`src/rtl/adder_io_pkg.sv`:
```
// adder_io_pkg
//   Shared definitions for the adder front-end input stage: the operand
//   entry state encoding and the switch field layout used when capturing
//   operands from the slide switches.
package adder_io_pkg;

  // Width of each captured operand (taken from Sw[OPERAND_W-1:0]).
  localparam int OPERAND_W  = 4;
  // Switch index that supplies the carry-in during the X capture.
  localparam int CIN_SW_IDX = 4;

  // Operand entry sequence. The encoding is visible on Phase, so the
  // values are fixed explicitly. 2'd3 is unused and unreachable.
  typedef enum logic [1:0] {
    WAIT_X = 2'd0,
    WAIT_Y = 2'd1,
    READY  = 2'd2
  } state_t;

endpackage

```
`src/rtl/btn_debounce.sv`:
```
// btn_debounce
//   Two-flop synchroniser, level debouncer and rising-edge pulse for one
//   bouncy push button.
//
//   Ports:
//     Clk       in   system clock, rising edge
//     Rst       in   synchronous active-high reset
//     BtnIn     in   raw button, asynchronous to Clk
//     BtnStable out  debounced button level
//     Press     out  one-cycle registered pulse per accepted 0->1 change
module btn_debounce #(
  parameter int DB_CYCLES = 16
) (
  input  logic Clk,
  input  logic Rst,
  input  logic BtnIn,
  output logic BtnStable,
  output logic Press
);

  localparam int CNT_W = $clog2(DB_CYCLES + 1);
  // Count value on which a persisting disagreement is accepted.
  localparam logic [CNT_W-1:0] CNT_LAST = CNT_W'(DB_CYCLES - 1);

  logic [1:0]       sync_reg;
  logic             btn_s;
  logic             stable_reg;
  logic             stable_next;
  logic [CNT_W-1:0] cnt_reg;
  logic [CNT_W-1:0] cnt_next;
  logic             press_reg;
  logic             press_next;

  // sync_reg[1] is the synchronised level; sync_reg[0] is the metastability
  // catcher and is never looked at by anything else.
  assign btn_s = sync_reg[1];

  always_comb begin
    stable_next = stable_reg;
    cnt_next    = '0;
    press_next  = 1'b0;
    if (btn_s != stable_reg) begin
      if (cnt_reg == CNT_LAST) begin
        // Disagreement lasted DB_CYCLES samples: accept the new level.
        // Only a 0->1 acceptance produces a press; releases are silent.
        stable_next = btn_s;
        press_next  = btn_s;
      end else begin
        cnt_next = cnt_reg + 1'b1;
      end
    end
    // Any agreement leaves cnt_next at zero, discarding partial counts.
  end

  always_ff @(posedge Clk) begin
    if (Rst) begin
      sync_reg   <= 2'b00;
      stable_reg <= 1'b0;
      cnt_reg    <= '0;
      press_reg  <= 1'b0;
    end else begin
      sync_reg   <= {sync_reg[0], BtnIn};
      stable_reg <= stable_next;
      cnt_reg    <= cnt_next;
      press_reg  <= press_next;
    end
  end

  assign BtnStable = stable_reg;
  assign Press     = press_reg;

endmodule

```
`src/rtl/operand_capture.sv`:
```
// operand_capture
//   Input stage for the 4-bit adder: synchronises the slide switches,
//   debounces the push button and walks a three-state entry sequence that
//   captures operand X plus carry-in, then operand Y, then clears on the
//   next press. All operand outputs come straight from registers so the
//   downstream combinational adder sees glitch-free inputs.
//
//   Ports:
//     Clk    in   system clock, rising edge
//     Rst    in   synchronous active-high reset
//     Sw     in   [7:0] raw slide switches, asynchronous
//     Btn0   in   raw push button, active-high, bouncy
//     OpX    out  [3:0] captured operand X
//     OpY    out  [3:0] captured operand Y
//     Cin    out  captured carry-in
//     Valid  out  high while a full X/Y/Cin set is held (READY)
//     Phase  out  [1:0] current state encoding for status LEDs
module operand_capture
  import adder_io_pkg::*;
#(
  parameter int DB_CYCLES = 16
) (
  input  logic                 Clk,
  input  logic                 Rst,
  input  logic [7:0]           Sw,
  input  logic                 Btn0,
  output logic [OPERAND_W-1:0] OpX,
  output logic [OPERAND_W-1:0] OpY,
  output logic                 Cin,
  output logic                 Valid,
  output logic [1:0]           Phase
);

  // ---------------------------------------------------------------------
  // Switch synchroniser, one two-flop chain per switch
  // ---------------------------------------------------------------------
  logic [7:0] sw_meta_reg;
  logic [7:0] sw_s;

  generate
    for (genvar gi = 0; gi < 8; gi++) begin : g_sw_sync
      always_ff @(posedge Clk) begin
        if (Rst) begin
          sw_meta_reg[gi] <= 1'b0;
          sw_s[gi]        <= 1'b0;
        end else begin
          sw_meta_reg[gi] <= Sw[gi];
          sw_s[gi]        <= sw_meta_reg[gi];
        end
      end
    end
  endgenerate

  // Upper switches are synchronised but reserved for future mode selects.
  logic sw_spare_unused;
  assign sw_spare_unused = ^sw_s[7:5];

  // ---------------------------------------------------------------------
  // Button conditioning
  // ---------------------------------------------------------------------
  logic press;
  logic btn_stable_unused;

  btn_debounce #(
    .DB_CYCLES (DB_CYCLES)
  ) u_btn_debounce (
    .Clk       (Clk),
    .Rst       (Rst),
    .BtnIn     (Btn0),
    .BtnStable (btn_stable_unused),
    .Press     (press)
  );

  // ---------------------------------------------------------------------
  // Entry FSM: state register
  // ---------------------------------------------------------------------
  state_t               state_reg;
  state_t               state_next;
  logic [OPERAND_W-1:0] opx_reg;
  logic [OPERAND_W-1:0] opx_next;
  logic [OPERAND_W-1:0] opy_reg;
  logic [OPERAND_W-1:0] opy_next;
  logic                 cin_reg;
  logic                 cin_next;

  always_ff @(posedge Clk) begin
    if (Rst) begin
      state_reg <= WAIT_X;
      opx_reg   <= '0;
      opy_reg   <= '0;
      cin_reg   <= 1'b0;
    end else begin
      state_reg <= state_next;
      opx_reg   <= opx_next;
      opy_reg   <= opy_next;
      cin_reg   <= cin_next;
    end
  end

  // ---------------------------------------------------------------------
  // Entry FSM: next-state and operand load logic
  // ---------------------------------------------------------------------
  always_comb begin
    state_next = state_reg;
    opx_next   = opx_reg;
    opy_next   = opy_reg;
    cin_next   = cin_reg;
    case (state_reg)
      WAIT_X: begin
        if (press) begin
          opx_next   = sw_s[OPERAND_W-1:0];
          cin_next   = sw_s[CIN_SW_IDX];
          state_next = WAIT_Y;
        end
      end
      WAIT_Y: begin
        if (press) begin
          opy_next   = sw_s[OPERAND_W-1:0];
          state_next = READY;
        end
      end
      READY: begin
        if (press) begin
          opx_next   = '0;
          opy_next   = '0;
          cin_next   = 1'b0;
          state_next = WAIT_X;
        end
      end
      default: begin
        // Unreachable encoding: recover to the start of the sequence.
        state_next = WAIT_X;
      end
    endcase
  end

  // ---------------------------------------------------------------------
  // Entry FSM: outputs, decoded from registered state only
  // ---------------------------------------------------------------------
  always_comb begin
    Valid = (state_reg == READY);
    Phase = state_reg;
  end

  assign OpX = opx_reg;
  assign OpY = opy_reg;
  assign Cin = cin_reg;

endmodule

```
`config.mk`:
```
export PLATFORM = sky130hd
export DESIGN_NAME = operand_capture
export DESIGN_NICKNAME = d
export VERILOG_FILES = /design/src/rtl/adder_io_pkg.sv /design/src/rtl/btn_debounce.sv /design/src/rtl/operand_capture.sv
export SDC_FILE = /design/constraint.sdc
export NUM_CORES = 1
export LEC_CHECK = 0
export BUFFER_PORTS_ARGS = -buffer_cell sky130_fd_sc_hd__buf_2
export CAP_MARGIN = 20
export CORE_ASPECT_RATIO = 0.7
export CORE_MARGIN = 2
export CORE_UTILIZATION = 50
export CTS_BUF_LIST = sky130_fd_sc_hd__clkbuf_2 sky130_fd_sc_hd__clkbuf_4 sky130_fd_sc_hd__clkbuf_8
export DETAILED_ROUTE_END_ITERATION = 10
export PLACE_DENSITY = 0.7
export SYNTH_ARGS = -nofsm -noshare
export SYNTH_HDL_FRONTEND = slang
export SYNTH_SLANG_ARGS = --single-unit
```
`constraint.sdc`:
```
create_clock -name Clk -period 2.7 [get_ports Clk]
set_input_delay 0.135 -clock Clk [delete_from_list [all_inputs] [get_ports Clk]]
set_output_delay 0.135 -clock Clk [all_outputs]
set_load 0.03 [all_outputs]
```
After elaboration in Yosys (flattened, before gate mapping)
Index checks and enable logic that the tools add are counted.
{ "word_totals": {"elab_cells": 48, "reg_bits": 30, "input_bits": 11} }
{ "classes": {"eq_ne": 7, "addsub": 1, "reduce_logical": 9, "n_mux": 11, "n_bitwise": 2} }
{ "op_table": {"columns": ["op", "count"], "rows": [
  ["one-hot mux 4 bit (2 select lines)", 2],
  ["AND reduction 3 bit", 3],
  ["two-way mux 4 bit", 2],
  ["two-way mux 2 bit", 3],
  ["!= test 2 x 1 -> 1 bit (second input constant)", 3],
  ["one-hot mux 2 bit (3 select lines)", 1],
  ["OR reduction 3 bit", 2],
  ["adder 5 x 1 -> 5 bit (second input constant)", 1],
  ["equality test 5 x 4 -> 1 bit (second input constant)", 1],
  ["nonzero test 2 bit", 2],
  ["equality test 2 x 1 -> 1 bit (second input constant)", 1],
  ["equality test 2 bit (second input constant)", 1],
  ["zero test 2 bit", 1],
  ["two-way mux 1 bit", 2],
  ["inverter 1 bit", 2],
  ["one-hot mux 1 bit (2 select lines)", 1],
  ["AND reduction 2 bit", 1],
  ["!= test 1 bit", 1]
]} }

Logic depth before layout (Yosys ltp)
{ "logic_depth": {"depth_word": 3, "depth_mapped": 5, "ltp_nobuf": 5} }

Cells and area by module
Synthesis repeated with hierarchy kept, for this count alone.
{ "unflattened": {"cells_unflattened": 105, "area_unflattened_um2": 1063.5} }
{ "by_module_without_submodules": {"columns": ["module", "cells_each", "area_per_inst_um2", "n_inst"], "rows": [
  ["operand_capture", 76, 744.5, 1],
  ["btn_debounce", 29, 319.1, 1]
]} }

Least setup slack after synthesis
OpenSTA, ideal clock, no wires.
{ "synth_timing": {"kind": "reg-to-reg", "start": "register u_btn_debounce.cnt_reg[0]", "end": "register u_btn_debounce.cnt_reg[2]", "t_arrival_ns": 1.400, "setup_time_ns": 0.064, "path_buffers": 0, "stages_incl_launch_ff": 6, "slack_ns": 1.236, "required_ns": 2.636, "synth_period_minus_slack_ns": 1.464, "path_cell_list": "dfxtp_1 ha_1 and3_1 ha_1 or3_4 nor2_1"} }
{ "synth_via": {"elab_chain_cells": 2, "word_cells_on_any_way": 3, "classes_between": "add/sub: 1; eq/ne: 1; reduce/logical: 1"} }
{ "synth_rtl": {"columns": ["item", "line", "rtl"], "rows": [
  ["start, declared", "btn_debounce.sv:29", "logic [CNT_W-1:0] cnt_reg;"],
  ["start signal, assigned", "btn_debounce.sv:64", "cnt_reg <= cnt_next;"],
  ["parallel branches: the longest is 2 deep, another holds adder 5 x 1 -> 5 bit", null, null]
]} }
Parallel ways; which one is timed is not known.
A chain may end at the register's enable or synchronous reset.

Worst setup path after layout
{ "layout_timing": {"start": "register u_btn_debounce.cnt_reg[0]", "end": "register u_btn_debounce.cnt_reg[3]"} }
The elaborated chain is that of the path after synthesis.

==> impl_results.md <==
- Starting DRC count in detailed routing: 5
- Number of cells in the finished layout apart from fillers: 145
- Reg clk slew, reported paths: 80 ps
- First-pass iteration count of the detailed router: 4
- Fin util: 64.8%
- Total power of the final layout: 0.859 mW
- Yosys synthesis warning count: 0
- Core footprint: 0.00190 sq mm
- Arrival time worst endpoint: 1850 ps
- Detail-routed net length per standard cell: 11.7 um
- Number of nets in the layout: 136
- Layout cells sized above 1: 24.4%
- Average cell area after synthesis: 10.4 sq um
- Skew final: 8.98 ps
- Hold WC Path Type: in -> reg
- RSZ-0062 raised after global routing: no
- Startpoint types: flip-flop
- Netlist Area Pre-Place: 0.00104 sq mm
- Clock latency of the later-clocked register in the worst-skew pair: 320 ps
- Highest clock frequency the design can meet: 627 MHz
- Maximum clock path buffer count: 2
- Number of antenna diodes: 0
- Period utilisation layout: 59.1%
- WHS Path Cells: 2
- Clock buffers created by TritonCTS: 5
- Post-CTS setup-driven buffer insertion count: 0
- Number of port buffers: 19
- Register bit total from synthesis: 30
- Width of the die: 58.6 um
- Clock Tree Root: sky130_fd_sc_hd__clkbuf_4
- FILL cells: 172
- Cell depth of the worst flop-to-flop path: 5
- Total global-route track usage: 14.7%
- Area enclosed by the die boundary: 0.00247 sq mm
- Final max-slew violation count: 0
- Vias per std cell: 5.21
- Initial core utilization: 54.8%
- Count of clock tree sinks: 30
- Antenna violation net count after detailed routing: 0
- Largest area contributor in the synthesized netlist: sky130_fd_sc_hd__dfxtp_1
- Largest net degree at the start of global routing: 27
- Clock tree from TritonCTS: yes
- Cell variety after synth: 23
- Synthesized net count: 113
- Worst VDD drop: 547 uV
- Placed cells: 138
- Die outline height: 42.2 um
- Global-route wire length before repair: 2560 um
- Setup slack of the most critical reg-to-reg path: 1110 ps
- Max-capacitance violation count: 0
- Number of global-route vias before repair: 588
- Largest cells by area after synthesis: sky130_fd_sc_hd__dfxtp_1 (58%), sky130_fd_sc_hd__nor2b_1 (7.2%), sky130_fd_sc_hd__a21oi_1 (4.3%)
- Placed wire-length estimate after detailed placement: 1230 um
- Clock H-tree levels: 2
- Category of the critical setup timing path: reg -> reg
- Highest-count cells in the layout ignoring fill and taps: sky130_fd_sc_hd__dfxtp_1 (30), sky130_fd_sc_hd__buf_2 (19), sky130_fd_sc_hd__nor2b_1 (12), sky130_fd_sc_hd__nand2_1 (9), sky130_fd_sc_hd__a21oi_1 (9)
- Number of standard cells after synthesis: 100
- Number of buffers inserted for hold repair after clock tree synthesis: 0
- I/O pin count: 23
- Maximum fanout count along the critical path: 5
- Total congestion overflow: 0
- Area taken by multi-input logic gates: 422 sq um
- Standby leakage power: 0.505 nW
- Sequential-to-total area share from yosys stat: 57.6%
- Hold violation count in the final report: 0
- P per Cell Area: 696 mW/mm^2
- Area share of the largest cell type after synthesis: 57.6%
- WL final: 1690 um
- Worst-margin pin slew: 422 ps
- Final setup violating endpoints: 0
- Initial antenna violation count: 0
- Area growth from synthesis to final layout: 18.4%
- Most frequent standard cell in the layout excluding fill and tap cells: sky130_fd_sc_hd__dfxtp_1
- Number of vias after detailed routing: 755
- Total negative slack for setup checks: 0 ps
- Final RePlAce weighted congestion: 0.746
- Result of the run: completed
- Num rows: 13
- DRC violations left: 0
- Critical Path RT: 2960 ps
- Area occupied by registers: 601 sq um
- Fin crit period: 1590 ps
- Endpoint type of the worst setup path: flip-flop
- Slew headroom: 71.9%
- Number of gates resized after cts: 0
-- cell usage after synthesis --
| library cell | number |
|---|---|
| sky130_fd_sc_hd__nor2b_1 | 12 |
| sky130_fd_sc_hd__a21oi_1 | 9 |
| sky130_fd_sc_hd__xnor2_1 | 3 |
| sky130_fd_sc_hd__dfxtp_1 | 30 |
| sky130_fd_sc_hd__nor3_1 | 1 |
| sky130_fd_sc_hd__nand2_1 | 9 |
| sky130_fd_sc_hd__buf_2 | 1 |
| sky130_fd_sc_hd__and4bb_2 | 1 |
| sky130_fd_sc_hd__nand2b_1 | 1 |
| sky130_fd_sc_hd__nand3b_1 | 5 |
| sky130_fd_sc_hd__a21bo_2 | 1 |
| sky130_fd_sc_hd__and3_1 | 1 |
| sky130_fd_sc_hd__nor2_1 | 8 |
| sky130_fd_sc_hd__clkbuf_1 | 2 |
| sky130_fd_sc_hd__and2b_1 | 2 |
| sky130_fd_sc_hd__xor2_1 | 1 |
| sky130_fd_sc_hd__nand3_1 | 1 |
| sky130_fd_sc_hd__nor2b_4 | 1 |
| sky130_fd_sc_hd__a32oi_1 | 4 |
| sky130_fd_sc_hd__or3_4 | 1 |
| sky130_fd_sc_hd__inv_1 | 2 |
| sky130_fd_sc_hd__mux2i_1 | 2 |
| sky130_fd_sc_hd__ha_1 | 2 |
-- power by group --
part / internal [mW] / switching [mW] / total, mW
sequential: 0.457 / 0.00696 / 0.463
combinational: 0.0174 / 0.0252 / 0.0426
clock: 0.215 / 0.137 / 0.353
total: 0.689 / 0.169 / 0.859
-- worst max-delay path: stages, from the launching register on --
cell,delay (ps)
sky130_fd_sc_hd__dfxtp_1,330
sky130_fd_sc_hd__ha_1,220
sky130_fd_sc_hd__and3_1,190
sky130_fd_sc_hd__ha_1,230
sky130_fd_sc_hd__or3_4,430
sky130_fd_sc_hd__nor2_1,130
-- stage by stage --
| step | setup WS, ps | area, sq um | hold WS (ps) |
|---|---|---|---|
| finish | 1110 | 1230 | 19.5 |
| CTS | 1080 | 1230 | 5.39 |
| global route | 1050 | 1230 | 5.80 |
| global placement | 1170 | 1150 | 343 |
| detailed placement | 1140 | 1150 | 349 |
| floorplan | 1240 | 1040 | 207 |
-- final timing paths --
kind                                                            from                                    to
worst max-delay path            u_btn_debounce.cnt_reg[0]$_SDFF_PP0_  u_btn_debounce.cnt_reg[3]$_SDFF_PP0_
worst min-delay path                                           Sw[1]             sw_meta_reg[1]$_SDFF_PP0_
worst max register to register  u_btn_debounce.cnt_reg[0]$_SDFF_PP0_  u_btn_debounce.cnt_reg[3]$_SDFF_PP0_
worst min register to register             sw_meta_reg[0]$_SDFF_PP0_                    sw_s[0]$_SDFF_PP0_
-- routing by layer --
| metal | vias up | track usage [%] | routed length [um] |
|---|---|---|---|
| met5 | - | 0 | 0 |
| met2 | 28 | 20.7 | 761 |
| li1 | 386 | - | - |
| met3 | 5 | 9.26 | 163 |
| met4 | 0 | 6.82 | 27 |
| met1 | 336 | 17.5 | 739 |
-- layout make-up --
cell class / instances / share of cell area (%)
flip-flops and latches: 30 / 48.7
multi-input cells: 65 / 34.2
repair buffers: 19 / 7.71
clock buffers: 6 / 4.16
clock inverters: 1 / 2.43
well taps: 22 / 2.23
inverters: 2 / 0.609
-- logic make-up after synthesis --
group	count (synthesis)	synth area share, %
buf+inv	5	1.92
compound gates	14	8.64
flops	30	57.6
simple gates	43	24.1
xor+xnor	4	3.36
fa+ha+maj	2	2.40
mux	2	1.92
Note: power is estimated with default switching activity, not from simulation.
